--- config.mk ---
export PLATFORM = sky130hd
export DESIGN_NAME = bsg_manycore_pod_tag_reset_master
export DESIGN_NICKNAME = d
export VERILOG_FILES = /design/src/rtl/bsg_manycore_pod_tag_reset_master.sv
export SDC_FILE = /design/constraint.sdc
export NUM_CORES = 1
export LEC_CHECK = 0
export ABC_AREA = 1
export BUFFER_PORTS_ARGS = -buffer_cell sky130_fd_sc_hd__buf_2
export CAP_MARGIN = 25
export CORE_MARGIN = 4
export CORE_UTILIZATION = 45
export CTS_BUF_LIST = sky130_fd_sc_hd__clkbuf_8
export DETAILED_ROUTE_END_ITERATION = 16
export GPL_TIMING_DRIVEN = 1
export PLACE_DENSITY_LB_ADDON = 0.1
export SYNTH_ARGS = -nofsm -noshare
export SYNTH_HDL_FRONTEND = slang
export SYNTH_SLANG_ARGS = --single-unit
--- constraint.sdc ---
create_clock -name clk_i -period 4.2 [get_ports clk_i]
set_input_delay 0.21 -clock clk_i [delete_from_list [all_inputs] [get_ports clk_i]]
set_output_delay 0.21 -clock clk_i [all_outputs]
set_load 0.1 [all_outputs]
--- src/rtl/bsg_manycore_pod_tag_reset_master.sv ---
// ============================================================================
// Module : bsg_manycore_pod_tag_reset_master
// Serialises pod reset commands into the bsg_tag bit stream (start, node id,
// data_not_reset, length, payload, idle gap), with an all-pods broadcast sweep.
// Rev    : 1.0
// ============================================================================
`default_nettype none

module bsg_manycore_pod_tag_reset_master #(
  parameter int num_pods_x_p     = 2,
  parameter int num_pods_y_p     = 2,
  parameter int node_id_offset_p = 0,
  parameter int node_id_width_p  = 4,
  parameter int len_width_p      = 2,
  parameter int payload_width_p  = 1,
  parameter int gap_cycles_p     = 4,
  localparam int x_w = (num_pods_x_p > 1) ? $clog2(num_pods_x_p) : 1,
  localparam int y_w = (num_pods_y_p > 1) ? $clog2(num_pods_y_p) : 1
) (
  input  logic                       clk_i,
  input  logic                       reset_i,
  input  logic                       v_i,
  output logic                       ready_o,
  input  logic [1:0]                 op_i,
  input  logic [x_w-1:0]             pod_x_i,
  input  logic [y_w-1:0]             pod_y_i,
  input  logic [payload_width_p-1:0] data_i,
  output logic                       tag_data_o,
  output logic                       done_o
);

  localparam int w01       = (node_id_width_p > len_width_p) ? node_id_width_p : len_width_p;
  localparam int w23       = (payload_width_p > gap_cycles_p) ? payload_width_p : gap_cycles_p;
  localparam int max_field = (w01 > w23) ? w01 : w23;
  localparam int cnt_w     = $clog2(max_field + 1);

  localparam logic [2:0] IDLE  = 3'd0;
  localparam logic [2:0] START = 3'd1;
  localparam logic [2:0] NODE  = 3'd2;
  localparam logic [2:0] DNR   = 3'd3;
  localparam logic [2:0] LEN   = 3'd4;
  localparam logic [2:0] PAY   = 3'd5;
  localparam logic [2:0] GAP   = 3'd6;
  localparam logic [2:0] NOP   = 3'd7;

  localparam logic [1:0] OP_RESET = 2'd1;
  localparam logic [1:0] OP_BCAST = 2'd2;
  localparam logic [1:0] OP_RSVD  = 2'd3;

  if (gap_cycles_p < 1) begin : g_bad_gap
    $error("gap_cycles_p must be at least 1");
  end
  if ((node_id_offset_p + num_pods_x_p * num_pods_y_p - 1) >= (1 << node_id_width_p)) begin : g_bad_node
    $error("pod node ids do not fit in node_id_width_p");
  end
  if (payload_width_p >= (1 << len_width_p)) begin : g_bad_len
    $error("payload_width_p does not fit in len_width_p");
  end

  logic [2:0]                 state;
  logic [cnt_w-1:0]           cnt;
  logic [1:0]                 op;
  logic [x_w-1:0]             x;
  logic [y_w-1:0]             y;
  logic [payload_width_p-1:0] data;

  logic [node_id_width_p-1:0] node_id, node_sh;
  logic [len_width_p-1:0]     len_val, len_sh;
  logic [payload_width_p-1:0] pay_val, pay_sh;
  logic                       last_pod, gap_end;

  // x/y double as the broadcast sweep position, so node id comes from one place
  assign node_id  = node_id_width_p'(node_id_offset_p)
                  + node_id_width_p'(y) * node_id_width_p'(num_pods_x_p)
                  + node_id_width_p'(x);
  assign len_val  = len_width_p'(payload_width_p);
  assign pay_val  = (op == OP_RESET) ? '1 : data;
  assign node_sh  = node_id >> cnt;
  assign len_sh   = len_val >> cnt;
  assign pay_sh   = pay_val >> cnt;
  assign last_pod = (x == x_w'(num_pods_x_p - 1)) && (y == y_w'(num_pods_y_p - 1));
  assign gap_end  = (state == GAP) && (cnt == cnt_w'(gap_cycles_p - 1));

  assign ready_o  = (state == IDLE) && !reset_i;
  assign done_o   = (gap_end && ((op != OP_BCAST) || last_pod)) || (state == NOP);

  always_comb begin
    tag_data_o = 1'b0;
    case (state)
      START:   tag_data_o = 1'b1;
      NODE:    tag_data_o = node_sh[0];
      DNR:     tag_data_o = (op != OP_RESET);
      LEN:     tag_data_o = len_sh[0];
      PAY:     tag_data_o = pay_sh[0];
      default: tag_data_o = 1'b0;
    endcase
  end

  always_ff @(posedge clk_i or posedge reset_i) begin
    if (reset_i) begin
      state <= IDLE;
      cnt   <= '0;
      op    <= '0;
      x     <= '0;
      y     <= '0;
      data  <= '0;
    end else begin
      case (state)
        IDLE: begin
          if (v_i) begin
            op    <= op_i;
            data  <= data_i;
            cnt   <= '0;
            x     <= (op_i == OP_BCAST) ? '0 : pod_x_i;
            y     <= (op_i == OP_BCAST) ? '0 : pod_y_i;
            state <= (op_i == OP_RSVD) ? NOP : START;
          end
        end
        START: begin
          cnt   <= '0;
          state <= NODE;
        end
        NODE: begin
          if (cnt == cnt_w'(node_id_width_p - 1)) begin
            cnt   <= '0;
            state <= DNR;
          end else begin
            cnt <= cnt + cnt_w'(1);
          end
        end
        DNR: begin
          cnt   <= '0;
          state <= LEN;
        end
        LEN: begin
          if (cnt == cnt_w'(len_width_p - 1)) begin
            cnt   <= '0;
            state <= PAY;
          end else begin
            cnt <= cnt + cnt_w'(1);
          end
        end
        PAY: begin
          if (cnt == cnt_w'(payload_width_p - 1)) begin
            cnt   <= '0;
            state <= GAP;
          end else begin
            cnt <= cnt + cnt_w'(1);
          end
        end
        GAP: begin
          if (gap_end) begin
            cnt <= '0;
            if ((op == OP_BCAST) && !last_pod) begin
              // raster order: x fastest, then next row
              if (x == x_w'(num_pods_x_p - 1)) begin
                x <= '0;
                y <= y + y_w'(1);
              end else begin
                x <= x + x_w'(1);
              end
              state <= START;
            end else begin
              if (op == OP_BCAST) begin
                x <= '0;
                y <= '0;
              end
              state <= IDLE;
            end
          end else begin
            cnt <= cnt + cnt_w'(1);
          end
        end
        default: state <= IDLE;
      endcase
    end
  end

endmodule

`default_nettype wire

# --- Yosys cells after proc, flatten, opt, wreduce, memory -nomap -nowiden ---
# Index checks and enable logic that the tools add are counted.
word_totals:
  out_inout_bits: 3
  word_cells: 83
  ff_bits: 11
op_classes:
  n_reduce_logical: 19
  n_eq_ne: 22
  n_addsub: 4
  n_mux: 29
  shifts: 3
ops:
  columns: ["operator", "n"]
  rows:
  - ["3-bit 2-to-1 mux", 11]
  - ["3-bit case mux with 7 select lines", 1]
  - ["3-bit case mux with 6 select lines", 1]
  - ["1-bit 2-to-1 mux", 13]
  - ["3-bit == test (second input constant)", 4]
  - ["2-bit != test (second input constant)", 6]
  - ["5-bit AND reduction", 2]
  - ["3-bit by 2-bit == test with 1-bit output (second input constant)", 3]
  - ["2-bit == test (second input constant)", 3]
  - ["3-bit by 1-bit == test with 1-bit output (second input constant)", 2]
  - ["3-bit zero test", 2]
  - ["6-bit nonzero test", 1]
  - ["1-bit logical AND", 5]
  - ["1-bit case mux with 5 select lines", 1]
  - ["1-bit case mux with 2 select lines", 2]
  - ["2-bit AND reduction", 2]
  - ["4-bit AND reduction", 1]
  - ["2-bit by 1-bit adder with 3-bit output", 1]
  - ["3-bit by 1-bit adder with 3-bit output (second input constant)", 1]
  - ["3-bit by 1-bit != test with 1-bit output (second input constant)", 1]
  - ["3-bit != test (second input constant)", 1]
  - ["1-bit by 3-bit >> shifter with 1-bit output", 1]
  - ["1-bit by 3-bit >> shifter with 1-bit output (first input constant)", 1]
  - ["3-bit by 3-bit >> shifter with 1-bit output", 1]
  - ["other kinds (7)", 10]

# --- Depth between registers and ports, before layout ---
# Gate-level depths: netlist of the first run.
depth:
  word_depth: 6
  depth_mapped: 8

# --- Least setup slack after synthesis of the first run ---
# No wires, ideal clock.
synth_path:
  kind: "reg-to-output"
  start: "register state[1]"
  end: "output ready_o"
  arrival_time_ns: 2.027
  path_slack_ns: 1.963
  path_stages_with_launch: 6
  required_time_ns: 3.990
  path_cell_list: "dfrtp_1 inv_2 nand2_2 nor2_4 inv_2 nor2_1"
synth_via:
  elab_chain_cells: 2
synth_rtl:
  columns: ["element", "line_no", "source"]
  rows:
  - ["start: declaration", "60", "logic [2:0] state;"]
  - ["start signal: assignment", "116", "state <= (op_i == OP_RSVD) ? NOP : START;"]
  - ["3-bit zero test", "84", "assign ready_o = (state == IDLE) && !reset_i;"]
  - ["1-bit logical AND", "84", null]
  - ["end: declaration", "23", "output logic ready_o,"]
# Every way passes these cells.

# --- Final worst setup path of the first run ---
layout_path:
  start: "register state[0]"
  end: "output tag_data_o"
layout_via:
  elab_chain_cells: 2
  word_cells_on_any_way: 6
  classes_between: "5 x eq/ne; 1 x mux"
layout_rtl:
  columns: ["element", "line_no", "source"]
  rows:
  - ["3-bit == test, or another cell as far along", "89", "case (state)"]
  - ["1-bit case mux with 5 select lines (*)", "89", null]
  - ["end: declaration", "28", "output logic tag_data_o,"]
# Every way passes the cells marked *; elsewhere a longest branch is shown, timed or not.

==> results of run 1 <==
-- area by class of cell --
| type | instances | area, um2 | share of cell area (%) |
|---|---|---|---|
| Clock buffer | 3 | 41.3 | 4.11 |
| Sequential cell | 11 | 275 | 27.4 |
| Timing Repair Buffer | 11 | 60.1 | 5.99 |
| Multi-Input combinational cell | 93 | 502 | 50.0 |
| Tap cell | 25 | 31.3 | 3.12 |
| Inverter | 24 | 90.1 | 8.98 |
| Clock inverter | 1 | 3.75 | 0.374 |
-- worst max-delay path: cells and delay by family (launching register included) --
kind	cells	cell delay (ns)
flops	1	0.56
simple gates	4	0.42
buf+inv	1	0.42
compound gates	1	0.12
-- placed cells by master, fill, tap and decap left out, drive strengths merged --
| cell | n |
|---|---|
| a21oi | 5 |
| a31oi | 1 |
| buf | 10 |
| clkbuf | 3 |
| dfrtp | 11 |
| dlygate4sd3 | 1 |
| ha | 5 |
| inv | 25 |
| nand2 | 42 |
| nand3 | 19 |
| nand3b | 1 |
| nand4 | 1 |
| nor2 | 9 |
| nor3 | 1 |
| o21a | 1 |
| o21ai | 7 |
| o22ai | 1 |
-- per-layer routing --
layer | track usage, % | vias up | share of wire (%)
li1 | - | 434 | -
met1 | 22.5 | 359 | 50
met3 | 3.99 | 4 | 3.7
met2 | 25.9 | 14 | 45
met4 | 7.66 | 0 | 1.6
met5 | 0 | - | 0
-- power groups by stage --
stage | Sequential (mW) | Clock, mW | Combinational (mW)
after global placement | 0.210 | 0 | 0.505
after floorplan | 0.189 | 0 | 0.445
after detailed placement | 0.213 | 0 | 0.506
after global routing | 0.220 | 0.115 | 0.565
final | 0.212 | 0.106 | 0.507
after CTS | 0.211 | 0.108 | 0.508
-- state kept, by name (all words and copies together), names as in the netlist --
register and count:
cnt 3, data 1, op 2, state 3, x 1, y 1
-- worst paths after layout --
kind                                   endpoint  slack, ns  cells past startpoint
max reg2reg                state[1]$_DFFE_PP0P_       2.66                      6
max                                  tag_data_o       2.22                      6
min reg2reg                    data$_DFFE_PP0P_       0.51                      2
min                            data$_DFFE_PP0P_       0.22                      3
min in group asynchronous     op[1]$_DFFE_PP0P_       0.53                      3
max in group asynchronous    cnt[1]$_DFFE_PP0P_       3.37                      3
-- metrics by stage --
| stage | instances | area (um2) | hold WS, ns |
|---|---|---|---|
| final | 168 | 1000 | 0.217 |
| after global placement | 163 | 948 | 0.247 |
| after detailed placement | 163 | 948 | 0.245 |
| after floorplan | 129 | 878 | 0.0624 |
| after global routing | 168 | 1000 | 0.233 |
| after CTS | 168 | 1000 | 0.218 |
-- cells by family (layout without fill, tap and decap cells) --
group,after synthesis,in the layout,synth area share (%)
flops,11,11,31.3
simple gates,73,73,40.2
compound gates,15,15,9.83
fa+ha+maj,5,5,7.12
buf+inv,25,39,11.5
==> flow_summary.yaml, run 1 <==
grt:
  grt.overflow.total: 0
  antenna_found_initial: 0
  grt_max_degree: 13
  track_usage_pct: 17.0
  grt_pass1_wl_mm: 3.42
  grt_pass1_vias: 827
yosys:
  yosysTopAreaCell: "dfrtp_1"
  ys_warn_count: 0
  yosysSeqAreaShare_pct: 31.3
  synth_ff_type: "dfrtp_1"
  synth_most_common_cell: "nand2_1"
  synth-seq-cells: 11
  synth_area_leaders: "dfrtp_1 31%, nand2_1 15%, nand3_1 11%"
  ys_types: 20
  netlist_area_um2: 878
  async_reset_ff_share_pct: 100
  synthCells: 129
  synth_edf_count: 0
  synth_top_area_share_pct: 31.3
  syn_nets: 142
  synth_area_per_cell_um2: 6.81
  synthTopCellsByCount: "35 x nand2_1, 19 x nand3_1, 18 x inv_1"
drt:
  drt_iter0_drc: 36
  antenna_left: 0
  vias: 811
  wl_per_cell_um: 11.1
  wirelength_mm: 1.86
  vias_per_cell: 4.83
  drcViolationCount: 0
  drt_pass1_iterations: 4
floorplanning:
  die_area_um2: 2720
  coreArea_um2: 1780
  fp.dieH_um: 52.2
  start_util_pct: 49.3
  die_w_um: 52.2
  row_count: 15
  ioPinCount: 11
timing:
  finalWorstSetupSlack_ns: 2.22
  setup_tns_ns: 0
  finalCriticalPeriod_ns: 1.98
  setup_violations: 0
  max_freq_mhz: 505
  drv_slew: 0
  relSlewSlack_pct: 64.9
  fin_crit_sh_pct: 47.1
  finalHoldViolCount: 0
  skew_ns: 0.000608
  rsz0062_at_grt: "false"
  worst_pin_slew_ns: 0.527
worst_setup_path:
  crit_start: "state[0]$_DFFE_PP0P_"
  critPathArrivalTime_ns: 1.77
  slowest_stage: "dfrtp_1"
  worstSetupEndpointType: "output port"
  rr_startpoint: "cnt[0]$_DFFE_PP0P_"
  slowest_delay_ns: 0.56
  worstSetupPathType: "register to output port"
  start_kind: "register"
  required_ns: 3.99
  path_max_fanout: 12
  crit_chain: "nand2_1 > nand2_1 > a21oi_1 > nand3_1 > nand3_1 > buf_2"
pwr:
  ir_worst_vdd_uv: 416
  p_leak_nw: 0.543
  switching_share_pct: 56.6
  power.total_mw: 0.825
  power_frac_seq_pct: 25.7
  clkPwrFrac_pct: 12.9
  p_int_mw: 0.358
  power.switching_mw: 0.467
  comb_power_share_pct: 61.4
  powerDensity_nw_per_um2: 822
placement:
  hpwl_mm: 1.50
  pre_cts_slack_ns: 2.50
  gp_congestion: 0.834
  io_buffers: 10
status:
  status: "finished, final reports clean"
clocking:
  h-tree-depth: 1
  worstSkewPairLatency_ns: 0.24
  numClockSinks: 11
  cts-root-buf: "clkbuf_8"
  cts_resized: 0
  cts_tree: "done"
  cts_setup_buffers: 0
  holdBufCountCts: 1
  clock_path_buffers: 2
  numCtsBuffers: 3
  path_clk_slew_ns: 0.05
finish:
  syn_to_final_growth_pct: 14.2
  diodes: 0
  drive_gt1_share_pct: 22.4
  nFillCells: 174
  fin_util_pct: 56.3
  nets: 157
min_path:
  hp-start: "data_i"
  hold_class: "input pin to register"
flow_run:
  max_cap_violations: 0
(Power assumes the default switching activity.)
==> run 2, diff against run 1 <==
==> constraint.sdc (replaced) <==
create_clock -name clk_i -period 2 [get_ports clk_i]
set_input_delay 0.1 -clock clk_i [delete_from_list [all_inputs] [get_ports clk_i]]
set_output_delay 0.1 -clock clk_i [all_outputs]
set_load 0.1 [all_outputs]
==> run 2 against run 1 <==
  * Global-route usage up 0.89 points
  * Via count is 1.5% higher
  * Sequential power grew 97%
  * Combinational power grew 120%
  * Flip-flop and latch count unchanged
  * Final cell count rose by 0.60%
  * Routed wire length rose by 5.9%
  * Clock power is 120% higher
  * First-iteration DRC count decreased by 8.3%
  * Hold slack worse by 0.10 ns
  * Critical path type unchanged
  * Critical endpoint is now done_o
  * Largest power group unchanged
==> flow_summary.yaml, run 2 (synthesis gave the netlist of run 1 again) <==
status:
  status: "finished, final reports clean"
finish:
  syn_to_final_growth_pct: 15.4
  diodes: 0
  fin_util_pct: 56.8
  reg_top3: "cnt (3), state (3), op (2)"
  drive_gt1_share_pct: 23.6
  most-common-layout-cells: "35 x nand2_1, 19 x inv_1, 19 x nand3_1, 11 x dfrtp_1, 10 x buf_2"
  final_common_cell: "nand2_1"
  nets: 158
  final_area_um2: 1010
timing:
  setup_violations: 0
  worst_pin_slew_ns: 0.485
  holdWs_ns: 0.113
  setup_tns_ns: 0
  relSlewSlack_pct: 67.9
  finalCriticalPeriod_ns: 1.81
  rsz0062_at_grt: "false"
  drv_slew: 0
  finalHoldViolCount: 0
  skew_ns: 0.00360
  max_freq_mhz: 553
  fin_crit_sh_pct: 90.4
worst_setup_path:
  crit_chain: "ha_1 > ha_1 > nand3_1 > nand2_1 > buf_2"
  r2r_cells: 6
  slowest_stage: "dfrtp_1"
  slowest_delay_ns: 0.43
  crit_top_cell: "ha_1"
  path_max_fanout: 5
  cp_top_family: "adder cells"
  rr_startpoint: "cnt[0]$_DFFE_PP0P_"
  crit_buf_inv: 1
  required_ns: 1.90
  crit_end: "done_o"
  crit_start: "cnt[0]$_DFFE_PP0P_"
  cp.depth: 5
  worstSetupPathType: "register to output port"
  r2r-end: "state[0]$_DFFE_PP0P_"
  critPathArrivalTime_ns: 1.71
  rrSetupSlack_ns: 0.45
  worstSetupEndpointType: "output port"
  start_kind: "register"
placement:
  hpwl_mm: 1.59
  gp_congestion: 0.948
  io_buffers: 10
  place_area_um2: 958
clocking:
  numCtsBuffers: 3
  cts_tree: "done"
  clock_path_buffers: 2
  cts-root-buf: "clkbuf_8"
  h-tree-depth: 1
  cts_resized: 0
  numClockSinks: 11
  path_clk_slew_ns: 0.06
  worstSkewPairLatency_ns: 0.24
pwr:
  power.total_mw: 1.76
  p_leak_nw: 0.548
  powerDensity_nw_per_um2: 1740
  ir_worst_vdd_uv: 895
drt:
  wl_per_cell_um: 11.7
  drcViolationCount: 0
  antenna_left: 0
  wirelength_mm: 1.97
  drt_iter0_drc: 33
  drt_pass1_iterations: 6
  vias_per_cell: 4.87
  vias: 823
grt:
  grt.overflow.total: 0
  grt_pass1_wl_mm: 3.50
  grt_max_degree: 12
  antenna_found_initial: 0
  grt_pass1_vias: 767
  track_usage_pct: 17.9
floorplanning:
  die_area_um2: 2720
  fp.dieH_um: 52.2
  start_util_pct: 49.3
  ioPinCount: 11
  row_count: 15
  coreArea_um2: 1780
  die_w_um: 52.2
min_path:
  hold_class: "input pin to register"
flow_run:
  max_cap_violations: 0
-- run 2: cell types whose count changed in the layout (fill, tap and decap cells not counted), sizes merged --
cell  delta
buf      +1
-- run 2: how the worst min path moves through the flow --
stage | start | end | slack [ns] | cells past startpoint
after global routing | data_i | data$_DFFE_PP0P_ | 0.15 | 3
final | data_i | data$_DFFE_PP0P_ | 0.11 | 3
after CTS | data_i | data$_DFFE_PP0P_ | 0.11 | 3
after floorplan | reset_i | cnt[0]$_DFFE_PP0P_ | -0.05 | 1
after detailed placement | reset_i | op[1]$_DFFE_PP0P_ | 0.15 | 2
after global placement | reset_i | op[1]$_DFFE_PP0P_ | 0.14 | 2
-- run 2: repair_timing --
action                    CTS  global route
hold endpoints to repair   11             0
buffers inserted            0             0
hold buffers                1             0
-- run 2: report_power, final --
group | switching [mW] | total [mW] | internal [mW]
Clock | 0.0921 | 0.228 | 0.135
Sequential | 0.0987 | 0.417 | 0.318
Combinational | 0.807 | 1.12 | 0.313
Total | 0.998 | 1.76 | 0.766
-- run 2: worst reg2reg max path, cell delays in order, from the launching register on --
cell     delay, ns
dfrtp_1       0.44
ha_1          0.25
ha_1          0.25
nor3_2        0.27
nor2_4        0.09
nand3_1       0.09
nand2_1       0.06
-- run 2: stage by stage --
step	worst slack (ns)	cells
global placement	0.414	164
finish	0.191	169
detailed placement	0.459	164
global route	0.111	169
floorplan	0.245	129
CTS	0.199	169
-- run 2: layer usage --
metal | global-route usage (%) | part of all wire, %
met1 | 24.9 | 47
met2 | 26.8 | 43
met3 | 3.42 | 7.3
met4 | 7.66 | 2.1
met5 | 0 | 0
-- run 2: cell type report --
class                   instances  area [um2]
clock buffers                   3        41.3
clock inverters                 1        3.75
fillers                       179         769
inverters                      24        90.1
multi-input cells              93         504
flip-flops and latches         11         275
well taps                      25        31.3
repair buffers                 12        67.6
